`src/rtl/multicycle_ctrl_pkg.sv`:
```
// Shared encodings for the multicycle MIPS-subset controller: states, opcodes,
// funct codes, datapath select codes and the instruction class one-hot layout.
package multicycle_ctrl_pkg;

    typedef enum logic [3:0] {
        S_FETCH  = 4'd0,
        S_DECODE = 4'd1,
        S_MEMADR = 4'd2,
        S_MEMRD  = 4'd3,
        S_MEMWB  = 4'd4,
        S_MEMWR  = 4'd5,
        S_REX    = 4'd6,
        S_ALUWB  = 4'd7,
        S_BEQ    = 4'd8,
        S_IMMEX  = 4'd9,
        S_JUMP   = 4'd10,
        S_JAL    = 4'd11,
        S_JR     = 4'd12
    } state_t;

    localparam logic [5:0] OP_RTYPE = 6'b000000;
    localparam logic [5:0] OP_LW    = 6'b100011;
    localparam logic [5:0] OP_SW    = 6'b101011;
    localparam logic [5:0] OP_BEQ   = 6'b000100;
    localparam logic [5:0] OP_J     = 6'b000010;
    localparam logic [5:0] OP_JAL   = 6'b000011;
    localparam logic [5:0] OP_ADDI  = 6'b001000;
    localparam logic [5:0] OP_ORI   = 6'b001101;
    localparam logic [5:0] OP_LUI   = 6'b001111;

    localparam logic [5:0] FN_ADD = 6'b100000;
    localparam logic [5:0] FN_SUB = 6'b100010;
    localparam logic [5:0] FN_AND = 6'b100100;
    localparam logic [5:0] FN_OR  = 6'b100101;
    localparam logic [5:0] FN_SLT = 6'b101010;
    localparam logic [5:0] FN_JR  = 6'b001000;

    localparam logic [2:0] ALU_ADD = 3'b010;
    localparam logic [2:0] ALU_SUB = 3'b110;
    localparam logic [2:0] ALU_AND = 3'b000;
    localparam logic [2:0] ALU_OR  = 3'b001;
    localparam logic [2:0] ALU_SLT = 3'b111;

    localparam logic [1:0] PCSRC_ALU  = 2'b00;
    localparam logic [1:0] PCSRC_OUT  = 2'b01;
    localparam logic [1:0] PCSRC_JUMP = 2'b10;
    localparam logic [1:0] PCSRC_RS   = 2'b11;

    localparam logic [1:0] SRCB_RT  = 2'b00;
    localparam logic [1:0] SRCB_4   = 2'b01;
    localparam logic [1:0] SRCB_IMM = 2'b10;
    localparam logic [1:0] SRCB_BR  = 2'b11;

    localparam logic [1:0] IMM_SIGN  = 2'b00;
    localparam logic [1:0] IMM_ZERO  = 2'b01;
    localparam logic [1:0] IMM_UPPER = 2'b10;

    localparam logic [1:0] DST_RT = 2'b00;
    localparam logic [1:0] DST_RD = 2'b01;
    localparam logic [1:0] DST_RA = 2'b10;

    localparam logic [1:0] M2R_ALU = 2'b00;
    localparam logic [1:0] M2R_MDR = 2'b01;
    localparam logic [1:0] M2R_PC  = 2'b10;

    // Bit positions of the one-hot instruction class.
    localparam int CL_MEM   = 0;
    localparam int CL_RTYPE = 1;
    localparam int CL_BEQ   = 2;
    localparam int CL_IMM   = 3;
    localparam int CL_J     = 4;
    localparam int CL_JAL   = 5;
    localparam int CL_JR    = 6;
    localparam int CL_NONE  = 7;
    localparam int CL_W     = 8;

    typedef logic [CL_W-1:0] cls_t;

endpackage

```
`src/rtl/mc_decode.sv`:
```
// Combinational instruction classifier: op/funct to a one-hot class plus the
// ALU operation for R-type arithmetic.
module mc_decode
    import multicycle_ctrl_pkg::*;
(
    input  logic [5:0] op_i,
    input  logic [5:0] funct_i,
    output cls_t       cls_o,
    output logic [2:0] r_alu_o
);

    always_comb begin
        cls_o   = '0;
        r_alu_o = ALU_ADD;
        case (op_i)
            OP_RTYPE: begin
                // nop (funct 0) falls into the default and retires in DECODE.
                case (funct_i)
                    FN_ADD: begin cls_o[CL_RTYPE] = 1'b1; r_alu_o = ALU_ADD; end
                    FN_SUB: begin cls_o[CL_RTYPE] = 1'b1; r_alu_o = ALU_SUB; end
                    FN_AND: begin cls_o[CL_RTYPE] = 1'b1; r_alu_o = ALU_AND; end
                    FN_OR:  begin cls_o[CL_RTYPE] = 1'b1; r_alu_o = ALU_OR;  end
                    FN_SLT: begin cls_o[CL_RTYPE] = 1'b1; r_alu_o = ALU_SLT; end
                    FN_JR:  cls_o[CL_JR] = 1'b1;
                    default: cls_o[CL_NONE] = 1'b1;
                endcase
            end
            OP_LW, OP_SW:            cls_o[CL_MEM] = 1'b1;
            OP_BEQ:                  cls_o[CL_BEQ] = 1'b1;
            OP_ADDI, OP_ORI, OP_LUI: cls_o[CL_IMM] = 1'b1;
            OP_J:                    cls_o[CL_J]   = 1'b1;
            OP_JAL:                  cls_o[CL_JAL] = 1'b1;
            default:                 cls_o[CL_NONE] = 1'b1;
        endcase
    end

endmodule

```
`src/rtl/multicycle_ctrl.sv`:
```
// Multicycle controller FSM: sequences fetch/decode/execute/writeback and drives
// the datapath selects, write enables and a per-instruction done strobe.
module multicycle_ctrl
    import multicycle_ctrl_pkg::*;
(
    input  logic       clk,
    input  logic       reset,
    input  logic [5:0] op,
    input  logic [5:0] funct,
    input  logic       zero,
    input  logic       mem_ready,
    output logic       IorD,
    output logic       MemWrite,
    output logic       IRWrite,
    output logic       PCWrite,
    output logic       PCWriteCond,
    output logic [1:0] PCSrc,
    output logic       ALUSrcA,
    output logic [1:0] ALUSrcB,
    output logic [2:0] ALUControl,
    output logic [1:0] ImmSel,
    output logic       RegWrite,
    output logic [1:0] RegDst,
    output logic [1:0] MemtoReg,
    output logic       done,
    output logic [3:0] state
);

    state_t     state_q, state_d, cur;
    logic       hold_q;
    logic       fetch_ok;
    cls_t       cls;
    logic [2:0] r_alu;
    logic       unused_zero;

    // The branch condition is applied in the datapath via PCWriteCond.
    assign unused_zero = zero;

    mc_decode u_decode (
        .op_i    (op),
        .funct_i (funct),
        .cls_o   (cls),
        .r_alu_o (r_alu)
    );

    always_ff @(posedge clk) begin
        if (reset) begin
            state_q <= S_FETCH;
        end else begin
            state_q <= state_d;
        end
        hold_q <= reset;
    end

    // While reset is high the outputs look like FETCH; in the cycle after reset
    // FETCH is stalled so that PCWrite/IRWrite stay low and the PC is not skipped.
    assign cur      = reset ? S_FETCH : state_q;
    assign fetch_ok = mem_ready & ~reset & ~hold_q;
    assign state    = cur;

    always_comb begin
        state_d     = cur;
        IorD        = 1'b0;
        MemWrite    = 1'b0;
        IRWrite     = 1'b0;
        PCWrite     = 1'b0;
        PCWriteCond = 1'b0;
        PCSrc       = PCSRC_ALU;
        ALUSrcA     = 1'b0;
        ALUSrcB     = SRCB_RT;
        ALUControl  = ALU_AND;
        ImmSel      = IMM_SIGN;
        RegWrite    = 1'b0;
        RegDst      = DST_RT;
        MemtoReg    = M2R_ALU;
        done        = 1'b0;
        case (cur)
            S_FETCH: begin
                ALUSrcB    = SRCB_4;
                ALUControl = ALU_ADD;
                if (fetch_ok) begin
                    IRWrite = 1'b1;
                    PCWrite = 1'b1;
                    state_d = S_DECODE;
                end
            end
            S_DECODE: begin
                ALUSrcB    = SRCB_BR;
                ALUControl = ALU_ADD;
                if (cls[CL_MEM])        state_d = S_MEMADR;
                else if (cls[CL_RTYPE]) state_d = S_REX;
                else if (cls[CL_BEQ])   state_d = S_BEQ;
                else if (cls[CL_IMM])   state_d = S_IMMEX;
                else if (cls[CL_J])     state_d = S_JUMP;
                else if (cls[CL_JAL])   state_d = S_JAL;
                else if (cls[CL_JR])    state_d = S_JR;
                else begin
                    done    = 1'b1;
                    state_d = S_FETCH;
                end
            end
            S_MEMADR: begin
                ALUSrcA    = 1'b1;
                ALUSrcB    = SRCB_IMM;
                ImmSel     = IMM_SIGN;
                ALUControl = ALU_ADD;
                state_d    = (op == OP_SW) ? S_MEMWR : S_MEMRD;
            end
            S_MEMRD: begin
                IorD = 1'b1;
                if (mem_ready) state_d = S_MEMWB;
            end
            S_MEMWB: begin
                RegWrite = 1'b1;
                RegDst   = DST_RT;
                MemtoReg = M2R_MDR;
                done     = 1'b1;
                state_d  = S_FETCH;
            end
            S_MEMWR: begin
                IorD     = 1'b1;
                MemWrite = 1'b1;
                if (mem_ready) begin
                    done    = 1'b1;
                    state_d = S_FETCH;
                end
            end
            S_REX: begin
                ALUSrcA    = 1'b1;
                ALUSrcB    = SRCB_RT;
                ALUControl = r_alu;
                state_d    = S_ALUWB;
            end
            S_IMMEX: begin
                ALUSrcA = 1'b1;
                ALUSrcB = SRCB_IMM;
                case (op)
                    OP_ORI:  begin ImmSel = IMM_ZERO;  ALUControl = ALU_OR;  end
                    OP_LUI:  begin ImmSel = IMM_UPPER; ALUControl = ALU_OR;  end
                    default: begin ImmSel = IMM_SIGN;  ALUControl = ALU_ADD; end
                endcase
                state_d = S_ALUWB;
            end
            S_ALUWB: begin
                RegWrite = 1'b1;
                MemtoReg = M2R_ALU;
                RegDst   = cls[CL_RTYPE] ? DST_RD : DST_RT;
                done     = 1'b1;
                state_d  = S_FETCH;
            end
            S_BEQ: begin
                ALUSrcA     = 1'b1;
                ALUSrcB     = SRCB_RT;
                ALUControl  = ALU_SUB;
                PCWriteCond = 1'b1;
                PCSrc       = PCSRC_OUT;
                done        = 1'b1;
                state_d     = S_FETCH;
            end
            S_JUMP: begin
                PCWrite = 1'b1;
                PCSrc   = PCSRC_JUMP;
                done    = 1'b1;
                state_d = S_FETCH;
            end
            S_JAL: begin
                PCWrite  = 1'b1;
                PCSrc    = PCSRC_JUMP;
                RegWrite = 1'b1;
                RegDst   = DST_RA;
                MemtoReg = M2R_PC;
                done     = 1'b1;
                state_d  = S_FETCH;
            end
            S_JR: begin
                PCWrite = 1'b1;
                PCSrc   = PCSRC_RS;
                done    = 1'b1;
                state_d = S_FETCH;
            end
            default: state_d = S_FETCH;
        endcase
    end

endmodule

```
`config.mk`:
```
export PLATFORM = sky130hd
export DESIGN_NAME = multicycle_ctrl
export DESIGN_NICKNAME = d
export VERILOG_FILES = /design/src/rtl/multicycle_ctrl_pkg.sv /design/src/rtl/mc_decode.sv /design/src/rtl/multicycle_ctrl.sv
export SDC_FILE = /design/constraint.sdc
export NUM_CORES = 1
export LEC_CHECK = 0
export CAP_MARGIN = 20
export CORE_UTILIZATION = 39
export DETAILED_ROUTE_END_ITERATION = 8
export PLACE_DENSITY = 0.79
export SLEW_MARGIN = 0
export SYNTH_ARGS = -nofsm -noshare
export SYNTH_HDL_FRONTEND = slang
export SYNTH_SLANG_ARGS = --single-unit
```
`constraint.sdc`:
```
create_clock -name clk -period 3.76 [get_ports clk]
set_clock_uncertainty 0.1 [all_clocks]
set_input_delay 1.128 -clock clk [delete_from_list [all_inputs] [get_ports clk]]
set_output_delay 1.128 -clock clk [all_outputs]
set_load 0.01 [all_outputs]
```
# ---- After elaboration in Yosys (flattened, before gate mapping)
# Cells that the tools add are included.
dict set report op_classes {
  addsub 0
  multipliers 0
  div 0
  n_lt_le_gt_ge 0
  eq_ne 26
  shift 0
  mux 50
  bitwise 4
  n_reduce_logical 15
}
# op n
set ops {}
lappend ops {{4-bit two-way mux} 11}
lappend ops {{6-bit equality test (second input constant)} 7}
lappend ops {{1-bit two-way mux} 25}
lappend ops {{6-bit by 4-bit equality test with 1-bit output (second input constant)} 4}
lappend ops {{3-bit case mux with 4 select lines} 2}
lappend ops {{4-bit case mux with 6 select lines} 1}
lappend ops {{4-bit equality test (second input constant)} 5}
lappend ops {{4-bit by 3-bit equality test with 1-bit output (second input constant)} 4}
lappend ops {{6-bit by 2-bit equality test with 1-bit output (second input constant)} 2}
lappend ops {{2-bit case mux with 2 select lines} 3}
lappend ops {{2-bit case mux with 3 select lines} 2}
lappend ops {{2-bit OR reduction} 6}
lappend ops {{3-bit OR reduction} 4}
lappend ops {{4-bit by 2-bit equality test with 1-bit output (second input constant)} 2}
lappend ops {{6-bit by 3-bit equality test with 1-bit output (second input constant)} 1}
lappend ops {{6-bit logical NOT} 1}
lappend ops {{3-bit two-way mux} 2}
lappend ops {{6-bit OR reduction} 1}
lappend ops {{5-bit OR reduction} 1}
lappend ops {{4-bit by 1-bit equality test with 1-bit output (second input constant)} 1}
lappend ops {{4-bit logical NOT} 1}
lappend ops {{2-bit two-way mux} 2}
lappend ops {{4-bit OR reduction} 1}
lappend ops {{1-bit case mux with 3 select lines} 1}
lappend ops {{3 further kinds} 5}
dict set report word_totals {
  register_bits 5
  latchBits 0
  ramBits 0
  rom_bits 0
  input_bits 16
  out_inout_bits 25
  elab_cells 97
  mem_count 0
}

# ---- Depth between registers and ports, before layout
# Gate-level depths: netlist of the first run.
dict set report logic_depth {
  depth_word 11
  mapped_depth 5
  ltp_nobuf 4
}

# ---- Modules after synthesis
# A second synthesis of the first run with hierarchy kept.
dict set report hier_totals {
  hier_cells 147
  area_unflattened_um2 950.9
}
# mod n_inst cells_each area_per_inst_um2 seq_area_each_um2
set by_module_without_submodules {}
lappend by_module_without_submodules {multicycle_ctrl 1 102 664.4 100.1}
lappend by_module_without_submodules {mc_decode 1 45 286.5 0.0}

# ---- Least setup slack after synthesis of the first run
# Ideal clock, no wire load.
dict set report synth_timing {
  kind {input -> output}
  startpoint {input port funct[1]}
  endpoint {output port done}
  arrival_ps 2404
  t_required_ps 2532
  path_slack_ps 128
  stages 4
  n_path_buf 0
  path_cell_list {or4b_1 -> or4_1 -> a21oi_1 -> o21ai_0}
}
dict set report synth_between {
  elab_chain_len 11
  word_cells_on_any_way 19
  cone_classes {eq/ne: 6; mux: 12; reduce/logical: 1}
}
# item line
set synth_rtl {}
lappend synth_rtl {{start, declared} multicycle_ctrl.sv:9} ;# input logic [5:0] funct,
lappend synth_rtl {{6-bit by 4-bit equality test with 1-bit output} mc_decode.sv:18} ;# case (funct_i)
lappend synth_rtl {{1-bit two-way mux} mc_decode.sv:18}
lappend synth_rtl {{1-bit two-way mux} mc_decode.sv:15} ;# case (op_i)
lappend synth_rtl {{1-bit two-way mux} multicycle_ctrl.sv:96} ;# else if (cls[CL_JR]) state_d = S_JR;
lappend synth_rtl {{1-bit two-way mux} multicycle_ctrl.sv:95} ;# else if (cls[CL_JAL]) state_d = S_JAL;
lappend synth_rtl {{1-bit two-way mux} multicycle_ctrl.sv:94} ;# else if (cls[CL_J]) state_d = S_JUMP;
lappend synth_rtl {{1-bit two-way mux} multicycle_ctrl.sv:93} ;# else if (cls[CL_IMM]) state_d = S_IMMEX;
lappend synth_rtl {{1-bit two-way mux} multicycle_ctrl.sv:92} ;# else if (cls[CL_BEQ]) state_d = S_BEQ;
lappend synth_rtl {{1-bit two-way mux *} multicycle_ctrl.sv:91} ;# else if (cls[CL_RTYPE]) state_d = S_REX;
lappend synth_rtl {{1-bit two-way mux *} multicycle_ctrl.sv:90} ;# if (cls[CL_MEM]) state_d = S_MEMADR;
lappend synth_rtl {{1-bit case mux with 3 select lines *} multicycle_ctrl.sv:77} ;# case (cur)
lappend synth_rtl {{end, declared} multicycle_ctrl.sv:25} ;# output logic done,
# Every way passes the cells marked *; elsewhere a longest branch is shown, timed or not.

# ---- Final worst setup path of the first run
dict set report layout_timing {
  startpoint {input port funct[3]}
  endpoint {output port done}
}
# Same word-level chain as after synthesis.

==> reports/qor.yml, run 1 <==
hold_class: "reg -> reg"
crit_path_start: "funct[3]"
hold_start: "hold_q$_DFF_P_"
worst_slack_ps: -50.1
die_h_um: 47.4
nets: 206
stdcell_count: 216
p_leak_nw: 0.709
die_w_um: 47.4
place_congestion: 0.917
routed.top_layer: "met4"
first_iter_violations: 15
area_growth_pct: 85.5
grt_pass1_wl_um: 4640
outcome: "finished with violations"
met2WireLength_um: 1810
rsz0062_at_grt: "yes"
vias: 1228
wl_um: 3180
crit-reg2reg-launch: "state_q[1]$_SDFF_PP0_"
ctsHoldBuffers: 0
netlist_instances: 118
critPathCapture: "done"
portBuffers: 39
setup_viol: 1
ys.flop_type: "dfxtp_1"
holdWs_ps: 765
ant_nets: 0
cp.arrival_ps: 2580
grt_pass1_vias: 1103
io_pins: 41
htree_num_levels: 1
core_area_um2: 1940
globalRouteOverflowTotal: 0
finalCritPeriodShare_pct: 101
start_util_pct: 41.4
clkLatencyLatePin_ps: 250
end_kind: "output port"
cp.required_ps: 2530
cts.sinks: 5
drt-met1-wl_um: 1200
num_rows: 16
synthArstFlopShare_pct: 0
post_drt_wl_per_cell_um: 14.7
postPlaceCellArea_um2: 1430
maxCapViolations: 0
slew_viol_final: 0
syn_nets: 134
cts_max_path_buffers: 2
grt_antenna_before_repair: 0
worstSetupPathType: "in -> out"
final_area_um2: 1490
violations: "setup timing"
p_per_area_nw_per_um2: 129
fin_crit_ps: 3810
r2r_cells: 5
cts-root-buf: "clkbuf_4"
synth_edf_count: 0
drive_gt1_share_pct: 40.2
hpwlAfterDp_um: 2470
grt_start_max_net_pins: 17
slew_headroom_pct: 65.2
cts_tree: "done"
synth_warnings: 0
crit_fanout: 2
cts_buffers: 3
routed_via_density: 5.69
vdd_drop_max_uv: 242
rr_endpoint: "state_q[2]$_SDFF_PP0_"
cp-start-kind: "input port"
dieArea_um2: 2250
max_freq_mhz: 262
ys_types: 40
drc: 0
dp_cells: 207
rrSetupSlack_ps: 1750
clkTransAtPathRegs_ps: 50
tightest_slew_ps: 521
hold_viol: 0
track_usage_pct: 29.4
ys_ff_latch: 5
synth-seq-area-share_pct: 12.5
netlist_area_um2: 803
syn_avg_cell_area_um2: 6.81
antenna_cells: 0
dr_wl_met3_um: 141
drtPass1Iterations: 4
[layout make-up]
class	count	area (µm²)
fill	158	452
timing repair buffer	76	591
inverter	5	18.8
tap	27	33.8
clock inverter	1	5.00
sequential	5	100
clock buffer	3	22.5
multi-input combinational	99	719
[sequential cells by signal, summed over array words and instances (netlist names)]
signal   flops
state_q      4
hold_q       1
[cells in the final DEF, fill, tap and decap left out, types with 3 or more instances in the layout]
master,netlist,layout
dlygate4sd2_1,0,14
or3_1,3,3
o31ai_1,4,4
nand4_1,3,3
clkbuf_2,0,9
or2_2,4,4
nor2b_1,4,3
nor3_1,5,4
nand2_1,7,7
nand2b_1,7,6
and3_1,5,4
a21oi_1,6,5
clkdlybuf4s50_1,0,6
buf_4,0,34
inv_1,5,4
clkdlybuf4s15_1,0,3
buf_2,1,6
nor2_1,10,10
clkbuf_4,0,3
dfxtp_1,5,5
[Yosys cell counts, types with 3 or more instances]
master,number,area (µm²)
nor2_1,10,37.5
clkbuf_1,8,30.0
nand2_1,7,26.3
nand2b_1,7,43.8
a21oi_1,6,30.0
and3_1,5,31.3
dfxtp_1,5,100
inv_1,5,18.8
nor3_1,5,25.0
nor2b_1,4,25.0
o21ai_0,4,20.0
o31ai_1,4,30.0
or2_2,4,25.0
nand4_1,3,18.8
nor3b_1,3,22.5
nor4_1,3,18.8
nor4b_1,3,26.3
or3_1,3,18.8
or4_1,3,22.5
[worst min path at each step]
stage	endpoint	slack, ps	depth (start not counted)
floorplan	state_q[1]$_SDFF_PP0_	560	2
global placement	state_q[1]$_SDFF_PP0_	710	2
detailed placement	state_q[0]$_SDFF_PP0_	760	5
CTS	state_q[0]$_SDFF_PP0_	770	5
global route	state_q[1]$_SDFF_PP0_	800	3
finish	state_q[0]$_SDFF_PP0_	770	5
[per-layer routing]
layer,up-vias,GRT usage (%)
met2,50,61.6
met4,0,5.14
li1,593,-
met3,2,5.38
met1,583,29.3
met5,-,0
[worst max-delay path, stage by stage]
cell	delay [ps]
clkdlybuf4s15_1	190
or4b_4	470
or4_4	430
a21oi_2	150
o21ai_1	70
buf_2	140
[per-stage QoR]
| stage | setup slack [ps] | setup TNS, ps | power, W | utilization [%] |
|---|---|---|---|---|
| 2_1_floorplan | 128 | 0 | 0.0000805 | - |
| 3_3_place_gp | -788 | -8290 | 0.000123 | 73.8 |
| 3_5_place_dp | -866 | -9060 | 0.000127 | 73.8 |
| 4_1_cts | -123 | -123 | 0.000191 | 77.4 |
| 5_1_grt | -122 | -122 | 0.000201 | 76.7 |
| 6_report | -50.1 | -50.1 | 0.000192 | 76.7 |
[cell families after synthesis]
family	Yosys count	share of synthesized area [%]
AND/OR/NAND/NOR	72	55.9
AO/OA/AOI/OAI	25	22.3
buffers and inverters	14	6.70
flip-flops	5	12.5
multiplexers	2	2.65
[where the power goes]
group / internal, W / switching, W
combinational: 0.0000397 / 0.0000338
sequential: 0.0000544 / 0.00000110
clock: 0.0000386 / 0.0000239
total: 0.000133 / 0.0000588
[timing repair]
item | 4_1_cts | 5_1_grt
resized for setup | 61 | 28
pin swaps | 9 | 7
setup buffers | 4 | 0
endpoints found under the setup margin | 23 | 13
gates cloned | 1 | 0
Power figures use the tool's default switching activity.
==> inputs of run 2 (changes only) <==
--- a/config.mk
+++ b/config.mk
@@ -6,9 +6,10 @@
 export NUM_CORES = 1
 export LEC_CHECK = 0
 export CAP_MARGIN = 20
+export CORE_MARGIN = 3
 export CORE_UTILIZATION = 39
 export DETAILED_ROUTE_END_ITERATION = 8
-export PLACE_DENSITY = 0.79
+export PLACE_DENSITY = 0.85
 export SLEW_MARGIN = 0
 export SYNTH_ARGS = -nofsm -noshare
 export SYNTH_HDL_FRONTEND = slang
==> reports/qor.yml, run 2 (synthesis results as in run 1) <==
vdd_drop_max_uv: 128  # was 242 µV
grt_pass1_wl_um: 6200  # was 4640 µm
internal-power_w: 0.000134  # was 0.000133 W
max_freq_mhz: 262  # about the same
cts_max_path_buffers: 2  # unchanged
die_h_um: 51.4  # was 47.4 µm
track_usage_pct: 31.2  # was 29.4%
clkLatencyLatePin_ps: 260  # was 250 ps
crit_fanout: 2  # unchanged
reg_top3: "state_q x4, hold_q x1"  # unchanged
core_area_um2: 1840  # was 1940 µm²
maxCapViolations: 0  # unchanged
cts_buffers: 3  # unchanged
grt_pass1_vias: 1379  # was 1103
holdWs_ps: 682  # was 765 ps
layout_commonest_cell: "buf_4"  # unchanged
clkTransAtPathRegs_ps: 50  # about the same
vias: 1411  # was 1228
grt_antenna_before_repair: 0  # unchanged
grt_start_max_net_pins: 16  # was 17
post_drt_wl_per_cell_um: 19.9  # was 14.7 µm
nets: 211  # was 206
cp.arrival_ps: 2590  # was 2580 ps
largest-register: "state_q"  # unchanged
start_util_pct: 43.7  # was 41.4%
htree_num_levels: 1  # unchanged
switching_power_w: 0.0000736  # was 0.0000588 W
antenna_cells: 0  # unchanged
cts-root-buf: "clkbuf_4"  # unchanged
dieArea_um2: 2640  # was 2250 µm²
hold_class: "reg -> reg"  # unchanged
violations: "setup timing"  # unchanged
drc: 0  # unchanged
tightest_slew_ps: 523  # was 521 ps
largest_register_ffs: 4  # unchanged
slew_headroom_pct: 65.1  # was 65.2%
ant_nets: 0  # unchanged
setup_viol: 2  # was 1
tns_ps: -66.0  # was -50.1 ps
first_iter_violations: 136  # was 15
hpwlAfterDp_um: 2320  # was 2470 µm
die_w_um: 51.4  # was 47.4 µm
p_per_area_nw_per_um2: 132  # was 129 nW/µm²
ctsHoldBuffers: 0  # unchanged
drtPass1Iterations: 5  # was 4
portBuffers: 39  # unchanged
worstSetupPathType: "in -> out"  # unchanged
outcome: "finished with violations"  # unchanged
comb_power_share_pct: 38.4  # about the same
num_rows: 15  # was 16
cp.required_ps: 2530  # about the same
fin_crit_ps: 3820  # was 3810 ps
cp-start-kind: "input port"  # unchanged
io_pins: 41  # unchanged
drive_gt1_share_pct: 42.8  # was 40.2%
area_growth_pct: 96.3  # was 85.5%
wl_um: 4360  # was 3180 µm
cts_tree: "done"  # unchanged
rsz0062_at_grt: "yes"  # unchanged
finalCritPeriodShare_pct: 102  # was 101%
routed_via_density: 6.44  # was 5.69
sw_frac_of_total_pct: 35.4  # was 30.7%
p_leak_nw: 0.749  # was 0.709 nW
slew_viol_final: 0  # unchanged
place_congestion: 0.910  # was 0.917
end_kind: "output port"  # unchanged
clkPwrFrac_pct: 34.2  # was 32.6%
globalRouteOverflowTotal: 0  # unchanged
cts.sinks: 5  # unchanged
seqPwrFrac_pct: 27.5  # was 29.0%
hold_viol: 0  # unchanged
worst_slack_ps: -62.9  # was -50.1 ps
most-common-layout-cells: "39 x buf_4, 15 x dlygate4sd2_1, 11 x buf_2, 10 x nor2_1"  # was 34 x buf_4, 14 x dlygate4sd2_1, 10 x nor2_1, 9 x clkbuf_2, 7 x nand2_1
run 2: what timing repair did:
item / in CTS / in global routing
cloned: 1 / 0
buffers inserted: 12 / 2
endpoints found under the hold margin: 0 / 0
resized for setup: 83 / 17
setup endpoints to repair: 23 / 11
pin swaps: 9 / 4
run 2: worst paths after layout:
check | start | endpoint | slack (ps) | cells after the start
setup / recovery | funct[1] | done | -60 | 6
hold / removal | state_q[3]$_SDFF_PP0_ | state_q[3]$_SDFF_PP0_ | 680 | 3
setup reg to reg | state_q[0]$_SDFF_PP0_ | state_q[0]$_SDFF_PP0_ | 470 | 15
hold reg to reg | state_q[3]$_SDFF_PP0_ | state_q[3]$_SDFF_PP0_ | 680 | 3
run 2: metrics by stage:
step                instance area, µm²  cells  worst slack (ps)  total power [W]  util, %
floorplan                          803    118               128        0.0000805        -
global placement                  1390    200              -785         0.000120     75.7
detailed placement                1390    200              -795         0.000122     75.7
CTS                               1530    217             -16.6         0.000193     83.1
global route                      1580    219              -115         0.000218     85.7
finish                            1580    219             -62.9         0.000208     85.7
run 2: critical path, cell delays in order:
cell	delay [ps]
buf_6	90
or4b_1	530
or4_4	450
a21oi_4	190
o21ai_2	80
buf_2	140
run 2: cell type report:
class,instances,area [µm²]
Clock buffer,3,22.5
Clock inverter,1,5.00
Fill cell,108,263
Inverter,5,18.8
Multi-Input combinational cell,99,761
Sequential cell,5,100
Tap cell,25,31.3
Timing Repair Buffer,81,638
run 2: power by group through the flow:
stage	clock, W	combinational [W]	sequential [W]
2_1_floorplan	0	0.0000245	0.0000561
3_5_place_dp	0	0.0000643	0.0000578
5_1_grt	0.0000764	0.0000841	0.0000573
6_report	0.0000711	0.0000798	0.0000572
4_1_cts	0.0000655	0.0000708	0.0000570
3_3_place_gp	0	0.0000622	0.0000575
run 2: layer usage:
metal | track usage (%) | share of wire [%]
met3 | 4.37 | 9.9
met5 | 0 | 0
met4 | 23.6 | 7.3
met2 | 59.1 | 48
met1 | 29.5 | 34
